[src/rtl/stopwatch_uart_reporter.sv]
// Snapshots the stopwatch digits on request and transmits "D3D2.D1D0\r\n" as 8N1 UART, LSB first.
// Optional macro STOPWATCH_UART_AUTO_REPORT_EN: also report whenever the digits differ from the last report.
module stopwatch_uart_reporter #(
  parameter int CLK_FREQ = 100000000,
  parameter int BAUD     = 115200
) (
  input  logic       i_clk,
  input  logic       i_reset,
  input  logic [3:0] i_d3,
  input  logic [3:0] i_d2,
  input  logic [3:0] i_d1,
  input  logic [3:0] i_d0,
  input  logic       i_send,
  output logic       o_tx,
  output logic       o_busy,
  output logic       o_done,
  output logic [1:0] o_dbg_state
);

  localparam int BAUD_DIV = CLK_FREQ / BAUD;
  localparam int CW       = $clog2(BAUD_DIV);
  localparam logic [CW-1:0] BAUD_LAST = CW'(BAUD_DIV - 1);

  typedef enum logic [1:0] {
    S_IDLE  = 2'd0,
    S_START = 2'd1,
    S_DATA  = 2'd2,
    S_STOP  = 2'd3
  } state_t;

  function automatic logic [7:0] digit_char(input logic [3:0] v);
    logic [7:0] c;
    if (v < 4'd10) c = {4'h3, v};
    else           c = 8'h37 + {4'h0, v};
    return c;
  endfunction

  function automatic logic [7:0] msg_byte(input logic [15:0] snap, input logic [2:0] idx);
    logic [7:0] b;
    case (idx)
      3'd0:    b = digit_char(snap[15:12]);
      3'd1:    b = digit_char(snap[11:8]);
      3'd2:    b = 8'h2E;
      3'd3:    b = digit_char(snap[7:4]);
      3'd4:    b = digit_char(snap[3:0]);
      3'd5:    b = 8'h0D;
      default: b = 8'h0A;
    endcase
    return b;
  endfunction

  state_t          state_q, state_d;
  logic [CW-1:0]   baud_q, baud_d;
  logic [2:0]      char_q, char_d;
  logic [2:0]      bit_q, bit_d;
  logic [15:0]     snap_q, snap_d;
  logic            tx_q, tx_d;
  logic            done_q, done_d;
  logic [7:0]      tx_byte;
  logic [15:0]     digits;
  logic            baud_last;
  logic            start_req;

  assign digits    = {i_d3, i_d2, i_d1, i_d0};
  assign baud_last = (baud_q == BAUD_LAST);

  // Request handshake: i_send is a level request taken only on an IDLE cycle
  // (o_busy low); anything seen while o_busy is high is dropped, never queued.
`ifdef STOPWATCH_UART_AUTO_REPORT_EN
  logic [15:0] last_sent_q, last_sent_d;
  assign start_req = i_send || (digits != last_sent_q);
`else
  assign start_req = i_send;
`endif

  always_comb begin
    state_d = state_q;
    baud_d  = baud_q;
    char_d  = char_q;
    bit_d   = bit_q;
    snap_d  = snap_q;
    done_d  = 1'b0;
`ifdef STOPWATCH_UART_AUTO_REPORT_EN
    last_sent_d = last_sent_q;
`endif
    // Every bit period restarts the counter, so the last cycle of a bit is the boundary.
    if (state_q != S_IDLE) begin
      baud_d = baud_last ? '0 : baud_q + CW'(1);
    end

    case (state_q)
      S_IDLE: begin
        baud_d = '0;
        bit_d  = '0;
        if (start_req) begin
          snap_d  = digits;
          char_d  = '0;
          state_d = S_START;
        end
      end
      S_START: begin
        if (baud_last) begin
          bit_d   = '0;
          state_d = S_DATA;
        end
      end
      S_DATA: begin
        if (baud_last) begin
          if (bit_q == 3'd7) state_d = S_STOP;
          else               bit_d   = bit_q + 3'd1;
        end
      end
      S_STOP: begin
        if (baud_last) begin
          if (char_q == 3'd6) begin
            state_d = S_IDLE;
            done_d  = 1'b1;
`ifdef STOPWATCH_UART_AUTO_REPORT_EN
            last_sent_d = snap_q;
`endif
          end else begin
            char_d  = char_q + 3'd1;
            state_d = S_START;
          end
        end
      end
      default: state_d = S_IDLE;
    endcase

    // The line is driven from a flop, so it reflects the state being entered.
    tx_byte = msg_byte(snap_d, char_d);
    case (state_d)
      S_START: tx_d = 1'b0;
      S_DATA:  tx_d = tx_byte[bit_d];
      default: tx_d = 1'b1;
    endcase
  end

  always_ff @(posedge i_clk) begin
    if (i_reset) begin
      state_q <= S_IDLE;
      baud_q  <= '0;
      char_q  <= '0;
      bit_q   <= '0;
      snap_q  <= '0;
      tx_q    <= 1'b1;
      done_q  <= 1'b0;
`ifdef STOPWATCH_UART_AUTO_REPORT_EN
      last_sent_q <= '0;
`endif
    end else begin
      state_q <= state_d;
      baud_q  <= baud_d;
      char_q  <= char_d;
      bit_q   <= bit_d;
      snap_q  <= snap_d;
      tx_q    <= tx_d;
      done_q  <= done_d;
`ifdef STOPWATCH_UART_AUTO_REPORT_EN
      last_sent_q <= last_sent_d;
`endif
    end
  end

  assign o_tx        = tx_q;
  assign o_busy      = (state_q != S_IDLE);
  assign o_done      = done_q;
  assign o_dbg_state = state_q;

endmodule

[config.mk]
export PLATFORM = sky130hd
export DESIGN_NAME = stopwatch_uart_reporter
export DESIGN_NICKNAME = d
export VERILOG_FILES = /design/src/rtl/stopwatch_uart_reporter.sv
export SDC_FILE = /design/constraint.sdc
export NUM_CORES = 1
export LEC_CHECK = 0
export CAP_MARGIN = 20
export CORE_UTILIZATION = 60
export CTS_CLUSTER_DIAMETER = 100
export DETAILED_ROUTE_END_ITERATION = 8
export PLACE_DENSITY = 0.91
export SETUP_SLACK_MARGIN = 0.4
export SYNTH_ARGS = -nofsm -noshare
export SYNTH_HDL_FRONTEND = slang
export SYNTH_SLANG_ARGS = --single-unit
export TNS_END_PERCENT = 5
[constraint.sdc]
create_clock -name i_clk -period 5.1 [get_ports i_clk]
set_clock_uncertainty 0.05 [all_clocks]
set_input_delay 0.765 -clock i_clk [delete_from_list [all_inputs] [get_ports i_clk]]
set_output_delay 0.765 -clock i_clk [all_outputs]
set_load 0.03 [all_outputs]
After elaboration in Yosys (flattened, before gate mapping)
Index checks and enable logic that the tools add are counted.
Operators by class
  $add $sub $neg: 7
  $lt $le $gt $ge: 5
  equality and inequality tests: 13
  muxes and demuxes: 27
  bitwise logic cells: 2
  reduce and logical (&&, ||, !) cells: 5
Operators with widths (number)
  8-bit case mux with 6 select lines: 1
  16-bit 2-to-1 mux: 2
  6-bit by 4-bit adder with 7-bit output, first input constant: 4
  7-bit 2-to-1 mux: 4
  3-bit 2-to-1 mux: 6
  4-bit < comparator, second input constant: 4
  3-bit == test, second input constant: 4
  10-bit by 1-bit adder with 10-bit output, second input constant: 1
  10-bit == test, second input constant: 1
  10-bit 2-to-1 mux: 1
  2-bit 2-to-1 mux: 5
  3-bit case mux with 3 select lines: 1
  2-bit case mux with 4 select lines: 1
  3-bit by 1-bit adder with 3-bit output, second input constant: 2
  2-bit == test, second input constant: 3
  3-bit by 2-bit == test with 1-bit output, second input constant: 2
  3-bit case mux with 2 select lines: 1
  2-bit by 1-bit == test with 1-bit output, second input constant: 2
  3-bit by 4-bit < comparator with 1-bit output, second input constant: 1
  1-bit binary-select mux with 3-bit select: 1
  3-bit by 1-bit == test with 1-bit output, second input constant: 1
  3-bit zero test: 1
  1-bit 2-to-1 mux: 3
  3-bit OR reduction: 1
  5 further kinds: 6
Storage, ports and cells
  register bits: 36
  input bits: 19
  output and inout bits: 5
  logic and storage cells: 66

Longest topological paths before layout
Gate-level depths: netlist of the first run.
  depth in word-level cells: 9
  gate-level depth with buffers: 17
  mapped depth without buffers: 14

Least setup slack after synthesis of the first run
No wires, ideal clock.
  path kind: reg-to-reg
  start point: register state_q[0], in the netlist o_dbg_state[0]
  end point: register tx_q, in the netlist o_tx
  library setup time: 0.062 ns
  data arrival time: 3.232 ns
  required time: 4.988 ns
  path slack: 1.756 ns
  cell stages (with the launch flop): 18
  path buffers: 3
  period minus slack after synthesis: 3.344 ns
  cells stage by stage: dfxtp_1 > inv_1 > ha_1 > buf_6 > and2_4 > buf_6 > buf_4 > mux2i_1 > ha_1 > nand2_1 > nor3b_1 > a211oi_1 > a31oi_1 > o31ai_1 > a21oi_1 > o41ai_1 > or4_1 > nand3_1
On the way
  longest elaborated chain between the ends: 8
  elaborated cells on any way between the ends: 37
  those cells by class: add/sub: 4; order compare: 4; eq/ne: 10; mux: 17; reduce/logical: 2
RTL lines
  from (decl): line 52  | state_t state_q, state_d;
  from (signal assigned): line 152  | state_q <= state_d;
  2-bit zero test: line 91  | case (state_q)
  16-bit 2-to-1 mux: line 91
  6-bit by 4-bit adder with 7-bit output or 4-bit < comparator (tied branches): line 34, 33
  7-bit 2-to-1 mux: line 33  | if (v < 4'd10) c = {4'h3, v};
  8-bit case mux with 6 select lines: line 40  | case (idx)
  1-bit binary-select mux with 3-bit select: line 134  | S_DATA: tx_d = tx_byte[bit_d];
  1-bit 2-to-1 mux (not written as such): line 134
  1-bit case mux with 2 select lines (*): line 132  | case (state_d)
  to (signal assigned): line 157  | tx_q <= tx_d;
  to (decl): line 57  | logic tx_q, tx_d;
Mark *: on every way between the ends. The rest lies on a longest branch, timed or not. The select of a mux whose other input is x is not followed.
A chain may end at the register's enable or synchronous reset.

Final worst setup path of the first run
  start point: input port i_send
  end point: register tx_q, in the netlist o_tx
On the way
  longest elaborated chain between the ends: 8
  elaborated cells on any way between the ends: 30
  those cells by class: add/sub: 4; order compare: 4; eq/ne: 7; mux: 14; reduce/logical: 1
RTL lines
  from (decl): line 13  | input logic i_send,
  16-bit 2-to-1 mux: line 95  | if (start_req) begin
  16-bit 2-to-1 mux: line 91
  6-bit by 4-bit adder with 7-bit output or 4-bit < comparator (tied branches): line 34, 33
  7-bit 2-to-1 mux: line 33
  8-bit case mux with 6 select lines: line 40
  1-bit binary-select mux with 3-bit select: line 134
  1-bit 2-to-1 mux (not written as such): line 134
  1-bit case mux with 2 select lines (*): line 132
Marks and branches as above.

==> impl_metrics.json, run 1 <==
{
  "cts_root_buffer": "clkbuf_8",
  "rsz0062_at_grt": "no",
  "synth_compound_area_share_pct": 19.1,
  "power_w": 0.000658,
  "end_kind": "flop",
  "maxCapViolations": 0,
  "cts_setup_buffers": 0,
  "hold_violations": 0,
  "grt-busiest-layer": "met2",
  "clk_path_buf_depth": 2,
  "io_buffers": 23,
  "pwr-share-clk_pct": 30.9,
  "critical_path.startpoint_type": "input port",
  "p_leak_nw": 1.05,
  "first_pass_iters": 5,
  "via_count": 2229,
  "cpLargestDelayFamily": "simple AND/OR/NAND/NOR gates",
  "worstSetupPathType": "input port to flop",
  "max_stage_delay_ns": 0.55,
  "routed_via_density": 6.30,
  "cts_made_buffers": 5,
  "floorplan.die_area_um2": 4400,
  "met1_usage_pct": 33.2,
  "synth_top_family_by_area": "simple AND/OR/NAND/NOR gates",
  "p_switching_w": 0.000203,
  "cts_tree": "done",
  "synth-xor-area-share_pct": 4.58,
  "antenna_found_initial": 0,
  "status": "finished, final reports clean",
  "synth_seq_cells": 36,
  "ctsHoldBuffers": 0,
  "synthCells": 288,
  "slew_violations": 0,
  "maxSlewHeadroom_pct": 33.0,
  "synth_area_leaders": "dfxtp_1 29%, ha_1 6.5%, nor2_1 6.2%, mux2i_1 5.6%, nand3_1 4.2%",
  "synth_top_area_share_pct": 29.0,
  "synth_edf_count": 0,
  "core_um2": 4000,
  "worst_slew_pin_slew_ns": 1.00,
  "setup_viol": 0,
  "synth_top_area_cell": "dfxtp_1",
  "yosys_warnings": 0,
  "syn2layout_area_growth_pct": 11.1,
  "crit_fanout": 24,
  "gp_congestion": 0.864,
  "ys.flop_type": "dfxtp_1",
  "row_count": 23,
  "syn-num-nets": 320,
  "met2_usage_pct": 45.7,
  "cpMaxStageDelayCell": "clkdlybuf4s50_1",
  "fin_crit_sh_pct": 72.1,
  "drtIter0Drc": 186,
  "clk_pin_slew_worst_paths_ns": 0.08,
  "drc": 0,
  "synth_mux_area_share_pct": 8.51,
  "cp_cell_sequence": "clkdlybuf4s50_1, and2_4, mux2i_1, ha_1, nand2_1, nor3b_1, a211oi_1, a31oi_1, o31ai_1, a21oi_1, o41ai_1, or4_1, nand3_1",
  "track_usage_pct": 27.2,
  "setup-tns-final_ns": 0,
  "clk_latency_ns": 0.30,
  "grt_max_degree": 28,
  "min_period_ns": 3.68,
  "cp.buffers_inverters": 1,
  "io_pins": 24,
  "start_util_pct": 62.1,
  "ant_nets": 0,
  "htreeDepth": 2,
  "post-synth-top-count-cell": "nor2_1",
  "met3_usage_pct": 6.21,
  "synthAdderAreaFrac_pct": 6.55,
  "ir_drop_v": 0.000146,
  "synth-simple-area-share_pct": 27.1,
  "grt_pass1_vias": 2035,
  "wl_um": 5460,
  "antenna_cells": 0,
  "internal-power_w": 0.000455,
  "postSynth.asyncResetShare_pct": 0,
  "avgSynthCellArea_um2": 8.63,
  "synthTopCellsByCount": "41 x nor2_1, 36 x dfxtp_1, 21 x nand3_1",
  "grt_remaining_overflow": 0,
  "cts-resized-gates": 0,
  "fmax_ghz": 0.272,
  "die_h_um": 66.4,
  "pwr-share-comb_pct": 23.5,
  "swShare_pct": 30.8,
  "power_density_nw_per_um2": 238,
  "yosysSeqAreaShare_pct": 29.0,
  "nets": 335,
  "syn_area_um2": 2480,
  "yosysUniqueCellTypes": 63,
  "grt_pass1_wl_um": 9060,
  "required_ns": 5.29,
  "hold_class": "flop to flop",
  "avgRoutedWirePerCell_um": 15.4,
  "cts_sinks": 36,
  "fillers": 322,
  "die_x_um": 66.4,
  "worstPathArrival_ns": 3.87,
  "dp_hpwl_um": 3840,
  "p_seq_share_pct": 45.6,
  "drive_gt1_share_pct": 8.55
}
-- per-stage QoR --
stage,utilization (%),std cells,hold WS [ns],setup WS [ns],area [um2]
after detailed placement,66.8,346,0.405,1.19,2670
after global placement,66.8,346,0.391,1.28,2670
after floorplan,-,288,0.376,1.76,2480
after CTS,69.0,354,0.425,1.49,2760
final,69.0,354,0.428,1.42,2760
after global routing,69.0,354,0.437,1.28,2760
-- power by group through the flow --
stage	registers [W]	clock network (W)	logic [W]
finish	0.000300	0.000203	0.000154
global route	0.000301	0.000222	0.000168
CTS	0.000300	0.000209	0.000153
detailed placement	0.000306	0	0.000151
global placement	0.000306	0	0.000146
floorplan	0.000308	0	0.000110
-- registers in the layout, summed over array words and instances (netlist names) --
name,cells
snap_q,16
baud_q,10
bit_q,3
char_q,3
o_dbg_state,2
o_done,1
o_tx,1
-- kinds of logic (layout without fill, tap and decap cells) --
family                     Yosys count  in the layout
DFF                                 36             36
adders and majority gates           13             13
AOI/OAI and AO/OA                   59             59
xor gates and xnor gates            13             13
and+or+nand+nor                    126            126
muxes                               20             20
buffers and inverters               21             37
-- routing by layer --
layer | wire, um | part of all wire (%) | vias to the layer above
li1 | - | - | 1103
met1 | 2400 | 44 | 1021
met2 | 2620 | 48 | 87
met3 | 315 | 5.8 | 18
met4 | 118 | 2.2 | 0
met5 | 0 | 0 | -
-- worst paths after layout --
check / startpoint / endpoint / slack (ns) / cells after the start
setup / recovery: i_send / o_tx$_SDFF_PP1_ / 1.42 / 13
hold / removal: baud_q[0]$_SDFFE_PP0N_ / baud_q[0]$_SDFFE_PP0N_ / 0.43 / 1
setup reg to reg: o_dbg_state[0]$_SDFF_PP0_ / o_tx$_SDFF_PP1_ / 1.49 / 14
hold reg to reg: baud_q[0]$_SDFFE_PP0N_ / baud_q[0]$_SDFFE_PP0N_ / 0.43 / 1
-- layout by cell type (no fill, tap or decap), drive strengths merged, types with 8 or more instances in the layout --
master / count
dfxtp: 36
nand2: 15
mux2i: 14
o21ai: 8
ha: 13
nand3: 22
a21oi: 12
xor2: 8
clkdlybuf4s50: 23
nor2: 41
nor3: 10
-- area by class of cell --
class	count	area [um2]	area share (%)
Sequential cell	36	721	26.1
Inverter	6	22.5	0.816
Multi-Input combinational cell	231	1640	59.3
Clock inverter	3	18.8	0.680
Timing Repair Buffer	23	230	8.34
Tap cell	50	62.6	2.27
Clock buffer	5	68.8	2.49
Note: power is estimated with default switching activity, not from simulation.
==> run 2, diff against run 1 <==
--- a/config.mk
+++ b/config.mk
@@ -6,10 +6,10 @@
 export NUM_CORES = 1
 export LEC_CHECK = 0
 export CAP_MARGIN = 20
-export CORE_UTILIZATION = 60
+export CORE_UTILIZATION = 52
 export CTS_CLUSTER_DIAMETER = 100
 export DETAILED_ROUTE_END_ITERATION = 8
-export PLACE_DENSITY = 0.91
+export PLACE_DENSITY = 0.84
 export SETUP_SLACK_MARGIN = 0.4
 export SYNTH_ARGS = -nofsm -noshare
 export SYNTH_HDL_FRONTEND = slang
==> constraint.sdc (replaced) <==
create_clock -name i_clk -period 3.3 [get_ports i_clk]
set_clock_uncertainty 0.05 [all_clocks]
set_input_delay 0.495 -clock i_clk [delete_from_list [all_inputs] [get_ports i_clk]]
set_output_delay 0.495 -clock i_clk [all_outputs]
set_load 0.03 [all_outputs]
==> run 2 against run 1 <==
Compared with the run above:
- the run now ends with design-rule violations left
- wire length grew 12%
- die area up 15%
- via count rose by 6.2%
- sequential cell count is the same
- sequential power grew 55%
- worst setup slack worse by 0.96 ns
- combinational power rose by 89%
==> impl_metrics.json, run 2 (synthesized netlist as in run 1, its figures left out) <==
{
  "worst_slew_pin_slew_ns": 0.771,
  "fmax_ghz": 0.353,
  "rsz0062_at_grt": "no",
  "die_x_um": 71.1,
  "largest_reg_flops": 16,
  "clk_pin_slew_worst_paths_ns": 0.08,
  "ff2ff_path_depth": 10,
  "whs_path_depth": 1,
  "start_util_pct": 55.5,
  "grt_max_degree": 28,
  "dr_wl_met2_um": 3090,
  "reg_top3": "snap_q: 16 flops, baud_q: 10 flops",
  "grt_remaining_overflow": 0,
  "fillers": 351,
  "end_kind": "flop",
  "final_common_cell": "nor2_1",
  "critical_path.startpoint_type": "flop",
  "syn2layout_area_growth_pct": 21.9,
  "ctsHoldBuffers": 0,
  "gp_congestion": 0.944,
  "cts_made_buffers": 5,
  "slew_violations": 0,
  "dp_hpwl_um": 4320,
  "via_count": 2368,
  "clk_path_buf_depth": 2,
  "wl_um": 6130,
  "met1_length_um": 2580,
  "cts_sinks": 36,
  "fin_crit_sh_pct": 85.9,
  "core_um2": 4470,
  "ant_nets": 0,
  "maxCapViolations": 0,
  "power_density_nw_per_um2": 358,
  "drc": 2,
  "htreeDepth": 2,
  "setup-tns-final_ns": 0,
  "regMostFlops": "snap_q",
  "cts_tree": "done",
  "row_count": 24,
  "nets": 354,
  "io_buffers": 23,
  "clk_latency_ns": 0.30,
  "drtIter0Drc": 169,
  "placedCellCount": 363,
  "die_h_um": 71.1,
  "worstPathArrival_ns": 2.97,
  "hold_class": "flop to flop",
  "worstSetupPathType": "flop to flop",
  "required_ns": 3.44,
  "final_cells": 375,
  "p_leak_nw": 1.14,
  "cts_root_buffer": "clkbuf_8",
  "status": "finished with violations",
  "first_pass_iters": 7,
  "antenna_cells": 0,
  "grt_pass1_vias": 2256,
  "io_pins": 24,
  "avgRoutedWirePerCell_um": 16.3,
  "highest_layer": "met4",
  "hold_violations": 0,
  "min_period_ns": 2.83,
  "ir_drop_v": 0.000225,
  "violations": "design-rule violations",
  "antenna_found_initial": 0,
  "most-common-layout-cells": "41 x nor2_1, 34 x dfxtp_1, 22 x clkdlybuf4s50_1, 21 x nand3_1, 17 x buf_4",
  "utilization_pct": 67.7,
  "track_usage_pct": 25.8,
  "wl_met3_um": 350,
  "grt_pass1_wl_um": 10400,
  "drive_gt1_share_pct": 19.2,
  "floorplan.die_area_um2": 5060,
  "hold_ws_ns": 0.411,
  "routed_via_density": 6.31,
  "setup_viol": 0,
  "crit_fanout": 10,
  "maxSlewHeadroom_pct": 48.0
}
-- run 2: cell count changes in the layout (fill, tap and decap cells not counted), moves of 2 or more --
cell | previous run | this run
ha_1 | 13 | 10
ha_4 | 0 | 2
dfxtp_4 | 0 | 2
mux2i_1 | 14 | 10
buf_4 | 0 | 17
inv_1 | 6 | 4
and2_2 | 0 | 2
mux2i_4 | 0 | 3
inv_4 | 0 | 3
dfxtp_1 | 36 | 34
clkinv_2 | 2 | 0
-- run 2: worst max-delay path, cell delays in order, from the launching register on --
cell and delay (ns):
dfxtp_1 0.37, ha_2 0.23, and4b_4 0.28, nand3_2 0.14
or3_4 0.43, and2_2 0.29, o31ai_2 0.28, a21oi_1 0.11
o41ai_1 0.34, or4_1 0.16, nand3_1 0.05
-- run 2: power breakdown --
group	internal, W	switching (W)
sequential	0.000452	0.0000140
clock	0.000150	0.000176
combinational	0.000139	0.000152
total	0.000741	0.000342
-- run 2: final cells by class --
type                            count  area (um2)  area share [%]
Multi-Input combinational cell    232        1750            57.7
Sequential cell                    36         728            24.0
Timing Repair Buffer               41         368            12.1
Clock buffer                        5        68.8            2.27
Tap cell                           52        65.1            2.15
Inverter                            6        27.5           0.909
Clock inverter                      3        22.5           0.743
-- run 2: worst paths after layout --
check / startpoint / to / slack [ns]
min reg2reg: baud_q[0]$_SDFFE_PP0N_ / baud_q[0]$_SDFFE_PP0N_ / 0.41
max reg2reg: baud_q[0]$_SDFFE_PP0N_ / o_tx$_SDFF_PP1_ / 0.47
max: baud_q[0]$_SDFFE_PP0N_ / o_tx$_SDFF_PP1_ / 0.47
min: baud_q[0]$_SDFFE_PP0N_ / baud_q[0]$_SDFFE_PP0N_ / 0.41
-- run 2: timing repair --
action / CTS / global route
buffers inserted: 2 / 1
pin swaps: 1 / 1
hold endpoints to repair: 0 / 0
cloned: 1 / 0
setup endpoints to repair: 1 / 1
gates resized for setup: 1 / 8
-- run 2: routing by layer --
| layer | GRT usage, % | vias up |
|---|---|---|
| li1 | - | 1140 |
| met1 | 32.0 | 1129 |
| met2 | 44.7 | 83 |
| met3 | 5.98 | 16 |
| met4 | 7.11 | 0 |
| met5 | 0 | - |
-- run 2: through the flow --
| step | instance area, um2 | setup WS (ns) | total power (W) |
|---|---|---|---|
| final | 3030 | 0.466 | 0.00108 |
| after global routing | 3030 | 0.404 | 0.00113 |
| after CTS | 2990 | 0.410 | 0.00108 |
| after detailed placement | 2880 | -0.0105 | 0.000750 |
| after global placement | 2880 | 0.0667 | 0.000742 |
| after floorplan | 2580 | 0.491 | 0.000667 |
==> run 3, diff against run 2 <==
--- a/config.mk
+++ b/config.mk
@@ -6,10 +6,10 @@
 export NUM_CORES = 1
 export LEC_CHECK = 0
 export CAP_MARGIN = 20
-export CORE_UTILIZATION = 52
+export CORE_UTILIZATION = 60
 export CTS_CLUSTER_DIAMETER = 100
 export DETAILED_ROUTE_END_ITERATION = 8
-export PLACE_DENSITY = 0.84
+export PLACE_DENSITY = 0.91
 export SETUP_SLACK_MARGIN = 0.4
 export SYNTH_ARGS = -nofsm -noshare
 export SYNTH_HDL_FRONTEND = slang
==> constraint.sdc (replaced) <==
create_clock -name i_clk -period 3.4 [get_ports i_clk]
set_clock_uncertainty 0.05 [all_clocks]
set_input_delay 0.51 -clock i_clk [delete_from_list [all_inputs] [get_ports i_clk]]
set_output_delay 0.51 -clock i_clk [all_outputs]
set_load 0.03 [all_outputs]
==> run 3 against run 2 <==
Compared with the run above:
- the run now ends clean
- global-route usage is 3.3 points higher
- wire length is 2.0% higher
- largest power group unchanged
- first-iteration DRC count rose by 43%
- worst setup slack better by 0.017 ns
- register-to-register slack better by 0.02 ns
- sequential power decreased by 3%
- cell area is 3.1% higher
==> impl_metrics.json, run 3 (synthesized netlist as in run 1, its figures left out) <==
{
  "grt_pass1_vias": 2155,
  "rsz0062_at_grt": "no",
  "cts_root_buffer": "clkbuf_8",
  "reg_top3": "snap_q: 16 flops, baud_q: 10 flops",
  "syn2layout_area_growth_pct": 25.7,
  "status": "finished, final reports clean",
  "end_kind": "flop",
  "regMostFlops": "snap_q",
  "worstSetupStartpoint": "o_dbg_state[0]$_SDFF_PP0_",
  "nets": 363,
  "cts_tree": "done",
  "setup_viol": 0,
  "track_usage_pct": 29.1,
  "grt_max_degree": 28,
  "hold_violations": 0,
  "clk_latency_ns": 0.30,
  "routed_via_density": 6.28,
  "gp_congestion": 0.940,
  "path_depth": 15,
  "max_stage_delay_ns": 0.51,
  "cpMaxStageDelayCell": "or4_1",
  "io_buffers": 23,
  "drive_gt1_share_pct": 21.1,
  "cts_sinks": 36,
  "cpLargestDelayFamily": "simple AND/OR/NAND/NOR gates",
  "grt_pass1_wl_um": 9620,
  "power_density_nw_per_um2": 364,
  "maxCapViolations": 0,
  "fmax_ghz": 0.343,
  "ctsHoldBuffers": 0,
  "fillers": 274,
  "ir_drop_v": 0.000236,
  "wl_um": 6250,
  "r2r-end": "o_tx$_SDFF_PP1_",
  "worst_slew_pin_slew_ns": 0.758,
  "most-common-layout-cells": "41 x nor2_1, 34 x dfxtp_1, 24 x buf_4, 22 x clkdlybuf4s50_1, 21 x nand3_1",
  "reg2reg_slack_ns": 0.48,
  "hold_ws_ns": 0.431,
  "maxSlewHeadroom_pct": 48.8,
  "fin_crit_sh_pct": 85.8,
  "antenna_cells": 0,
  "row_count": 23,
  "clk_pin_slew_worst_paths_ns": 0.07,
  "required_ns": 3.59,
  "via_count": 2400,
  "worstPathArrival_ns": 3.11,
  "ff2ff_path_depth": 15,
  "critical_path.startpoint_type": "flop",
  "dp_hpwl_um": 4370,
  "die_x_um": 66.4,
  "floorplan.die_area_um2": 4400,
  "r2r_start": "o_dbg_state[0]$_SDFF_PP0_",
  "start_util_pct": 62.1,
  "hold_class": "flop to flop",
  "ant_nets": 0,
  "first_pass_iters": 5,
  "die_h_um": 66.4,
  "p_leak_nw": 1.20,
  "drtIter0Drc": 241,
  "setup-tns-final_ns": 0,
  "slew_violations": 0,
  "antenna_found_initial": 0,
  "worstSetupPathType": "flop to flop",
  "grt_remaining_overflow": 0,
  "avgRoutedWirePerCell_um": 16.4,
  "cp.buffers_inverters": 2,
  "core_um2": 4000,
  "io_pins": 24,
  "largest_reg_flops": 16,
  "min_period_ns": 2.92,
  "drc": 0,
  "crit_fanout": 6,
  "cp_cell_sequence": "inv_2, ha_2, and2_4, buf_12, mux2i_4, ha_4, nand2_1, nor3b_2, a211oi_1, a31oi_1, o31ai_1, a21oi_1, o41ai_1, or4_1, nand3_1",
  "clk_path_buf_depth": 2,
  "cts_made_buffers": 5,
  "timing.critical_path.to": "o_tx$_SDFF_PP1_",
  "final_common_cell": "nor2_1",
  "htreeDepth": 2
}
-- run 3: cell types whose count changed in the layout (fill, tap and decap cells not counted), sizes merged --
cell          before  now
buf               18   28
and2               4    3
bufinv             0    1
dlygate4sd2        1    0
dlymetal6s2s       0    1
inv                7    6
-- run 3: through the flow --
stage	instances	area [um2]	worst slack, ns	utilization, %	total power [W]
after floorplan	288	2530	0.409	-	0.000637
after global routing	382	3120	0.364	78.1	0.00118
after CTS	375	3000	0.416	74.9	0.00110
after global placement	365	2870	0.114	71.8	0.000710
final	382	3120	0.482	78.1	0.00114
after detailed placement	365	2870	0.0448	71.8	0.000720
-- run 3: timing repair --
action                     CTS  global route
setup buffers                2             7
setup endpoints to repair    1             1
pin swaps                    1             4
resized for setup            0            14
-- run 3: power breakdown --
group	internal, W	switching (W)	total [W]	leakage, nW
Combinational	0.000150	0.000153	0.000303	0.854
Sequential	0.000438	0.0000137	0.000452	0.295
Clock	0.000217	0.000165	0.000382	0.0541
Total	0.000806	0.000331	0.00114	1.20
-- run 3: worst min-delay path by stage --
stage	end	cells after the start	start
floorplan	baud_q[0]$_SDFFE_PP0N_	1	baud_q[0]$_SDFFE_PP0N_
CTS	baud_q[0]$_SDFFE_PP0N_	1	baud_q[0]$_SDFFE_PP0N_
finish	baud_q[0]$_SDFFE_PP0N_	1	baud_q[0]$_SDFFE_PP0N_
detailed placement	baud_q[0]$_SDFFE_PP0N_	1	baud_q[0]$_SDFFE_PP0N_
global route	baud_q[0]$_SDFFE_PP0N_	1	baud_q[0]$_SDFFE_PP0N_
global placement	baud_q[0]$_SDFFE_PP0N_	1	baud_q[0]$_SDFFE_PP0N_
-- run 3: layout make-up --
| class | instances | area, um2 | share of cell area (%) |
|---|---|---|---|
| clock inverter | 3 | 42.5 | 1.36 |
| timing repair buffer | 51 | 475 | 15.2 |
| multi-input combinational | 231 | 1720 | 55.2 |
| inverter | 6 | 22.5 | 0.721 |
| clock buffer | 5 | 68.8 | 2.20 |
| tap | 50 | 62.6 | 2.00 |
| sequential | 36 | 728 | 23.3 |
-- run 3: per-layer routing --
metal | vias to the layer above | GRT usage, % | wire, um
met5 | - | 0 | 0
met4 | 0 | 14.1 | 153
met3 | 21 | 6.21 | 376
met2 | 103 | 49.6 | 3110
met1 | 1124 | 34.1 | 2610
li1 | 1152 | - | -
